$ cat src/rtl/axi4_aw_arb_pkg.sv
// Shared AW-arbiter types: AW beat field layout, FSM states and the
// round-robin picker used by axi4_aw_arbiter.
package axi4_aw_arb_pkg;

  localparam int unsigned CACHE_LSB  = 0;
  localparam int unsigned CACHE_W    = 4;
  localparam int unsigned PROT_LSB   = 4;
  localparam int unsigned PROT_W     = 3;
  localparam int unsigned QOS_LSB    = 7;
  localparam int unsigned QOS_W      = 4;
  localparam int unsigned REGION_LSB = 11;
  localparam int unsigned REGION_W   = 4;
  localparam int unsigned LOCK_LSB   = 15;
  localparam int unsigned BURST_LSB  = 16;
  localparam int unsigned BURST_W    = 2;
  localparam int unsigned SIZE_LSB   = 18;
  localparam int unsigned SIZE_W     = 3;
  localparam int unsigned LEN_LSB    = 21;
  localparam int unsigned LEN_W      = 8;
  localparam int unsigned ADDR_LSB   = 29;
  localparam int unsigned ADDR_W     = 32;
  localparam int unsigned AW_FIXED_W = 61;
  localparam int unsigned ID_LSB     = AW_FIXED_W;

  typedef enum logic {
    IDLE = 1'b0,
    HOLD = 1'b1
  } arb_state_e;

  typedef struct packed {
    logic       found;
    logic [2:0] idx;
  } rr_pick_t;

  // Unused upper request bits must be zero, so a mod-8 scan equals mod-N.
  function automatic rr_pick_t rr_pick(
    input logic [7:0] req,
    input logic [2:0] ptr
  );
    rr_pick_t   r;
    logic [2:0] k;
    r = '0;
    for (int i = 0; i < 8; i++) begin
      k = ptr + 3'(i);
      if (!r.found && req[k]) begin
        r.found = 1'b1;
        r.idx   = k;
      end
    end
    return r;
  endfunction

endpackage

$ cat src/rtl/axi4_aw_arb_route_fifo.sv
// In-order route FIFO recording which master owns each granted AW,
// popped by the W mux on every wlast handshake.
module axi4_aw_arb_route_fifo #(
  parameter int DEPTH = 4,
  parameter int WIDTH = 2,
  localparam int CNT_W = $clog2(DEPTH) + 1
) (
  input  logic             clk,
  input  logic             rst_n,
  input  logic             push,
  input  logic [WIDTH-1:0] push_data,
  input  logic             pop,
  output logic [WIDTH-1:0] head,
  output logic [CNT_W-1:0] count,
  output logic             full,
  output logic             empty
);

  localparam int PTR_W = $clog2(DEPTH);

  logic [WIDTH-1:0] mem_q [DEPTH];
  logic [WIDTH-1:0] mem_d [DEPTH];
  logic [PTR_W-1:0] wr_q, wr_d;
  logic [PTR_W-1:0] rd_q, rd_d;
  logic [CNT_W-1:0] count_q, count_d;
  logic             pop_ok;

  assign empty  = (count_q == '0);
  assign full   = (count_q == CNT_W'(DEPTH));
  assign count  = count_q;
  assign head   = empty ? '0 : mem_q[rd_q];
  assign pop_ok = pop && !empty;

  always_comb begin
    mem_d   = mem_q;
    wr_d    = wr_q;
    rd_d    = rd_q;
    count_d = count_q;
    if (push) begin
      mem_d[wr_q] = push_data;
      wr_d        = wr_q + 1'b1;
    end
    if (pop_ok) rd_d = rd_q + 1'b1;
    unique case ({push, pop_ok})
      2'b10:   count_d = count_q + 1'b1;
      2'b01:   count_d = count_q - 1'b1;
      default: count_d = count_q;
    endcase
  end

  always_ff @(posedge clk) begin
    if (!rst_n) begin
      for (int i = 0; i < DEPTH; i++) mem_q[i] <= '0;
      wr_q    <= '0;
      rd_q    <= '0;
      count_q <= '0;
    end else begin
      mem_q   <= mem_d;
      wr_q    <= wr_d;
      rd_q    <= rd_d;
      count_q <= count_d;
    end
  end

  a_pop_empty: assert property (
    @(posedge clk) disable iff (!rst_n) pop |-> !empty
  );

endmodule

$ cat src/rtl/axi4_aw_arbiter.sv
// Round-robin AW-channel arbiter with in-order W route FIFO.
// Define AXI4_AW_ARB_QOS_EN for highest-awqos-first arbitration.
module axi4_aw_arbiter
  import axi4_aw_arb_pkg::*;
#(
  parameter int NUM_MASTERS    = 4,
  parameter int AXI_ID_WIDTH   = 4,
  parameter int AXI_USER_WIDTH = 4,
  parameter int ROUTE_DEPTH    = 4
) (
  input  logic axi4_aclk,
  input  logic axi4_arstn,
  input  logic [NUM_MASTERS-1:0] s_axi4_awvalid,
  output logic [NUM_MASTERS-1:0] s_axi4_awready,
  input  logic [NUM_MASTERS*(AW_FIXED_W+AXI_ID_WIDTH+AXI_USER_WIDTH)-1:0]
               s_axi4_aw_data,
  output logic m_axi4_awvalid,
  input  logic m_axi4_awready,
  output logic [AW_FIXED_W+AXI_ID_WIDTH+AXI_USER_WIDTH-1:0]
               m_axi4_aw_data,
  output logic [$clog2(NUM_MASTERS)-1:0] w_route_sel,
  output logic w_route_valid,
  input  logic w_route_pop
);

  localparam int AW_W  = AW_FIXED_W + AXI_ID_WIDTH + AXI_USER_WIDTH;
  localparam int SEL_W = $clog2(NUM_MASTERS);
  localparam int CNT_W = $clog2(ROUTE_DEPTH) + 1;
  localparam logic [SEL_W-1:0] LAST = SEL_W'(NUM_MASTERS - 1);

  arb_state_e       state_q, state_d;
  logic [SEL_W-1:0] grant_q, grant_d;
  logic [SEL_W-1:0] rr_ptr_q, rr_ptr_d;
  logic [SEL_W-1:0] ptr_nx;
  logic [NUM_MASTERS-1:0] grant_oh;
  rr_pick_t         idle_pick, hold_pick;
  logic             push;
  logic             fifo_full, fifo_empty;
  logic [CNT_W-1:0] fifo_count;
  logic             room_after_push;

`ifdef AXI4_AW_ARB_QOS_EN
  logic [NUM_MASTERS-1:0][QOS_W-1:0] qos;

  always_comb begin
    qos = '0;
    for (int i = 0; i < NUM_MASTERS; i++)
      qos[i] = s_axi4_aw_data[i*AW_W+QOS_LSB +: QOS_W];
  end

  // Only requesters at the top qos level enter the round-robin scan.
  function automatic rr_pick_t arb(
    input logic [NUM_MASTERS-1:0]            req,
    input logic [SEL_W-1:0]                  ptr,
    input logic [NUM_MASTERS-1:0][QOS_W-1:0] q
  );
    logic [QOS_W-1:0]       best;
    logic [NUM_MASTERS-1:0] top;
    best = '0;
    top  = '0;
    for (int i = 0; i < NUM_MASTERS; i++)
      if (req[i] && q[i] > best) best = q[i];
    for (int i = 0; i < NUM_MASTERS; i++)
      top[i] = req[i] && (q[i] == best);
    return rr_pick(8'(top), 3'(ptr));
  endfunction

  always_comb begin
    idle_pick = arb(s_axi4_awvalid, rr_ptr_q, qos);
    hold_pick = arb(s_axi4_awvalid & ~grant_oh, ptr_nx, qos);
  end
`else
  always_comb begin
    idle_pick = rr_pick(8'(s_axi4_awvalid), 3'(rr_ptr_q));
    hold_pick = rr_pick(8'(s_axi4_awvalid & ~grant_oh), 3'(ptr_nx));
  end
`endif

  assign grant_oh        = NUM_MASTERS'(1) << grant_q;
  assign ptr_nx          = (grant_q == LAST) ? '0 : grant_q + 1'b1;
  assign room_after_push = fifo_count < CNT_W'(ROUTE_DEPTH - 1);

  always_ff @(posedge axi4_aclk) begin
    if (!axi4_arstn) begin
      state_q  <= IDLE;
      grant_q  <= '0;
      rr_ptr_q <= '0;
    end else begin
      state_q  <= state_d;
      grant_q  <= grant_d;
      rr_ptr_q <= rr_ptr_d;
    end
  end

  always_comb begin
    state_d  = state_q;
    grant_d  = grant_q;
    rr_ptr_d = rr_ptr_q;
    push     = 1'b0;
    unique case (state_q)
      IDLE: begin
        if (idle_pick.found && !fifo_full) begin
          state_d = HOLD;
          grant_d = SEL_W'(idle_pick.idx);
        end
      end
      HOLD: begin
        if (m_axi4_awready) begin
          push     = 1'b1;
          rr_ptr_d = ptr_nx;
          if (hold_pick.found && room_after_push)
            grant_d = SEL_W'(hold_pick.idx);
          else
            state_d = IDLE;
        end
      end
      default: state_d = IDLE;
    endcase
  end

  // Gated by reset so no handshake is visible in the reset cycle.
  always_comb begin
    m_axi4_awvalid = 1'b0;
    s_axi4_awready = '0;
    m_axi4_aw_data = '0;
    if (state_q == HOLD && axi4_arstn) begin
      m_axi4_awvalid = 1'b1;
      s_axi4_awready = grant_oh & {NUM_MASTERS{m_axi4_awready}};
      m_axi4_aw_data = s_axi4_aw_data[grant_q*AW_W +: AW_W];
    end
  end

  axi4_aw_arb_route_fifo #(
    .DEPTH (ROUTE_DEPTH),
    .WIDTH (SEL_W)
  ) u_route_fifo (
    .clk       (axi4_aclk),
    .rst_n     (axi4_arstn),
    .push      (push),
    .push_data (grant_q),
    .pop       (w_route_pop),
    .head      (w_route_sel),
    .count     (fifo_count),
    .full      (fifo_full),
    .empty     (fifo_empty)
  );

  assign w_route_valid = !fifo_empty;

  a_valid_held: assert property (
    @(posedge axi4_aclk) disable iff (!axi4_arstn)
    (state_q == HOLD) |-> s_axi4_awvalid[grant_q]
  );

endmodule

$ cat config.mk
export PLATFORM = sky130hd
export DESIGN_NAME = axi4_aw_arbiter
export DESIGN_NICKNAME = d
export VERILOG_FILES = /design/src/rtl/axi4_aw_arb_pkg.sv /design/src/rtl/axi4_aw_arb_route_fifo.sv /design/src/rtl/axi4_aw_arbiter.sv
export SDC_FILE = /design/constraint.sdc
export NUM_CORES = 1
export LEC_CHECK = 0
export CAP_MARGIN = 10
export CORE_AREA = 2 2 139 141
export DETAILED_ROUTE_END_ITERATION = 8
export DIE_AREA = 0 0 141 143
export PLACE_DENSITY_LB_ADDON = 0.25
export RECOVER_POWER = 50
export SYNTH_ARGS = -nofsm -noshare
export SYNTH_HDL_FRONTEND = slang
export SYNTH_SLANG_ARGS = --single-unit
$ cat constraint.sdc
create_clock -name axi4_aclk -period 3 [get_ports axi4_aclk]
set_input_delay 0.6 -clock axi4_aclk [delete_from_list [all_inputs] [get_ports axi4_aclk]]
set_output_delay 0.6 -clock axi4_aclk [all_outputs]
set_load 0.02 [all_outputs]
==> impl_metrics.tcl <==
set metrics [dict create \
    outcome "finished, final reports clean" \
    drtIter0Drc 200 \
    fin_cells 977 \
    die_area_sq_um 20200 \
    hold_viol_final 0 \
    finClkSkew_ps 2.24 \
    synth_top_area_cell "mux4_2" \
    area_delta_synth_final_pct 104 \
    async_reset_ff_share_pct 0 \
    combPwrFrac_pct 79.9 \
    cts_root_buffer "clkbuf_16" \
    rsz0062_at_grt "false" \
    clockBufferDepth 2 \
    peakVddDrop_mv 0.392 \
    fp-row-count 50 \
    synthTopCellsByArea "mux4_2 (41%), and2_1 (13%), dfxtp_1 (10%)" \
    slew_viol_final 0 \
    cts_tree "yes" \
    pre_cts_ws_ps 56.0 \
    hold_ws_ps 468 \
    synth_top_family_by_area "multiplexers" \
    syn-mean-instance-area_sq_um 9.94 \
    power_leakage_nw 2.75 \
    synth-seq-cells 20 \
    clkPwrFrac_pct 8.6 \
    placedCellCount 962 \
    drt_wl_total_um 21500 \
    nFillCells 1786 \
    port_buffers 360 \
    power.share.switching_pct 40.4 \
    crit_type "in2out" \
    clk_latency_ps 250 \
    post-dp-hpwl_um 18200 \
    synth_xor_area_share_pct 1.13 \
    cts.sinks 20 \
    ys_seq_area_share_pct 10.4 \
    cp_max_fo 1 \
    core_sq_um 18600 \
    htree_num_levels 1 \
    cp.arrival_ps 2340 \
    crit_chain "clkdlybuf4s50_1 -> mux4_2 -> and2_1 -> clkdlybuf4s50_1" \
    synthAdderAreaFrac_pct 4.08 \
    gp_congestion 0.970 \
    netlist_instances 389 \
    overflow 0 \
    die_h_um 143 \
    post_synth_num_cell_types 58 \
    synth_edf_count 0 \
    nets 1032 \
    ant_nets 0 \
    drt_pass1_iterations 4 \
    die_x_um 141 \
    ys.flop_type "dfxtp_1" \
    wl_per_cell_um 22.0 \
    fmax_ghz 0.340 \
    crit_buf_inv 2 \
    p_sw_mw 1.56 \
    synthMuxAreaShare_pct 43.8 \
    netlist_area_sq_um 3860 \
    power.internal_mw 2.30 \
    drive_gt1_share_pct 14.1 \
    cp.required_ps 2400 \
    cts_buffers 3 \
    crit_path_frequent_cell "clkdlybuf4s50_1" \
    min_path_type "reg2reg" \
    cpPeakStageDelay_ps 550 \
    syn-num-nets 685 \
    antenna_found_initial 9 \
    start_util_pct 20.8 \
    grt_usage_pct 19.8 \
    synth_compound_area_share_pct 10.9 \
    drc 0 \
    grt_pass1_vias 4979 \
    synth_most_common_cell "and2_1" \
    post-route-util_pct 42.5 \
    crit_path_start_kind "input pin" \
    path_delay_family "buffers and inverters" \
    synth_commonest_cells "and2_1 (78), mux4_2 (71), nand2_1 (24)" \
    path_clk_slew_ps 60 \
    finalWorstSetupSlack_ps 62.9 \
    vias_per_cell 4.98 \
    num_vias 4865 \
    power_frac_seq_pct 11.5 \
    setup_viol_count_final 0 \
    slowest_stage "clkdlybuf4s50_1" \
    synthSimpleGateAreaFrac_pct 24.3 \
    cap_viol_max_count 0 \
    cp-end-kind "output pin" \
    maxSlewHeadroom_pct 59.1 \
    grt_pass1_wl_um 30400 \
    fin_crit_sh_pct 97.9 \
    p_per_area_nw_per_um2 488 \
    min_period_ps 2940 \
    ys_warn_count 0 \
    synth.top_cell.area_share_pct 41.4 \
    grt_max_degree 40 \
    fin_setup_tns_ps 0 \
    tightestPinTransition_ps 613 \
    ios 361 \
]
-- final cells by class --
class | count | area (sq um) | share of cell area, %
well taps | 234 | 293 | 3.71
clock buffers | 4 | 100 | 1.27
multi-input cells | 319 | 3250 | 41.1
diodes | 8 | 20.0 | 0.253
flip-flops and latches | 20 | 408 | 5.16
repair buffers | 380 | 3780 | 47.9
inverters | 12 | 45.0 | 0.570
-- timing repair --
action,in CTS,in global routing
cloned,0,0
hold buffers,0,0
gates resized for setup,0,7
setup buffers,3,0
endpoints found under the setup margin,27,7
pin swaps,0,0
-- kinds of logic (layout without fill, tap and decap cells) --
kind of cell | after synthesis | count (layout)
other | 0 | 8
multiplexers | 80 | 80
XOR/XNOR | 5 | 5
AO/OA/AOI/OAI | 58 | 58
flip-flops | 20 | 20
buffers and inverters | 50 | 396
AND/OR/NAND/NOR | 164 | 164
adder cells (fa/ha/maj) | 12 | 12
-- final timing paths --
check	startpoint	endpoint	slack, ps	cells past startpoint
worst min register to register	u_route_fifo.mem_q[1]$_SDFFE_PN0P_	u_route_fifo.mem_q[1]$_SDFFE_PN0P_	470	2
worst max-delay path	s_axi4_aw_data[210]	m_axi4_aw_data[3]	60	4
worst min-delay path	u_route_fifo.mem_q[1]$_SDFFE_PN0P_	u_route_fifo.mem_q[1]$_SDFFE_PN0P_	470	2
worst max register to register	grant_q[0]$_SDFFE_PN0P_	grant_q[1]$_SDFFE_PN0P_	290	9
-- worst min-delay path, delay by kind of cell (launching register included) --
family           cells  cell delay [ps]
AND/OR/NAND/NOR      1               50
AO/OA/AOI/OAI        1               60
flip-flops           1              310
-- through the flow --
step | cell area, sq um | power [mW]
floorplan | 3860 | 2.35
CTS | 7940 | 3.92
finish | 7900 | 3.86
global route | 7890 | 4.12
detailed placement | 7810 | 3.55
global placement | 7810 | 3.52
-- layer usage --
| metal | wire length [um] | global-route usage, % | up-vias |
|---|---|---|---|
| met5 | 38 | 0 | - |
| met4 | 607 | 7.00 | 6 |
| met3 | 1530 | 4.96 | 46 |
| met2 | 11000 | 35.0 | 244 |
| met1 | 8390 | 23.5 | 2375 |
| li1 | - | - | 2194 |
-- layout by cell type (no fill, tap or decap), types with 3 or more instances in the layout --
master / synthesis / routed
nor2b_1: 9 / 9
inv_1: 11 / 12
nand3_1: 14 / 14
nand2b_1: 5 / 5
diode_2: 0 / 8
o21ai_1: 3 / 3
dlygate4sd3_1: 0 / 9
o21ai_0: 11 / 11
a211oi_1: 3 / 3
and2_0: 0 / 4
clkbuf_16: 0 / 4
and3_1: 5 / 5
a21oi_1: 3 / 3
dfxtp_1: 20 / 18
and2_1: 78 / 73
nand2_1: 24 / 24
xnor2_1: 4 / 4
buf_4: 1 / 13
nor4_1: 4 / 4
nor2_1: 10 / 10
buf_12: 0 / 7
a31oi_1: 3 / 3
mux4_2: 71 / 71
clkdlybuf4s50_1: 0 / 341
mux2i_1: 7 / 7
a21boi_0: 12 / 12
clkbuf_1: 21 / 8
or3_1: 3 / 3
ha_1: 11 / 11
-- sequential cells by signal (all words and copies together) (netlist names) --
register            flops
state_q                 1
rr_ptr_q                2
u_route_fifo.wr_q       2
u_route_fifo.count      3
u_route_fifo.mem_q      8
u_route_fifo.rd_q       2
grant_q                 2
-- power groups by stage --
stage	Clock, mW	Sequential (mW)	Combinational, mW
6_report	0.330	0.443	3.08
5_1_grt	0.350	0.459	3.31
4_1_cts	0.336	0.447	3.14
3_5_place_dp	0	0.490	3.06
3_3_place_gp	0	0.492	3.03
2_1_floorplan	0	0.366	1.98
Note: power is estimated with default switching activity, not from simulation.
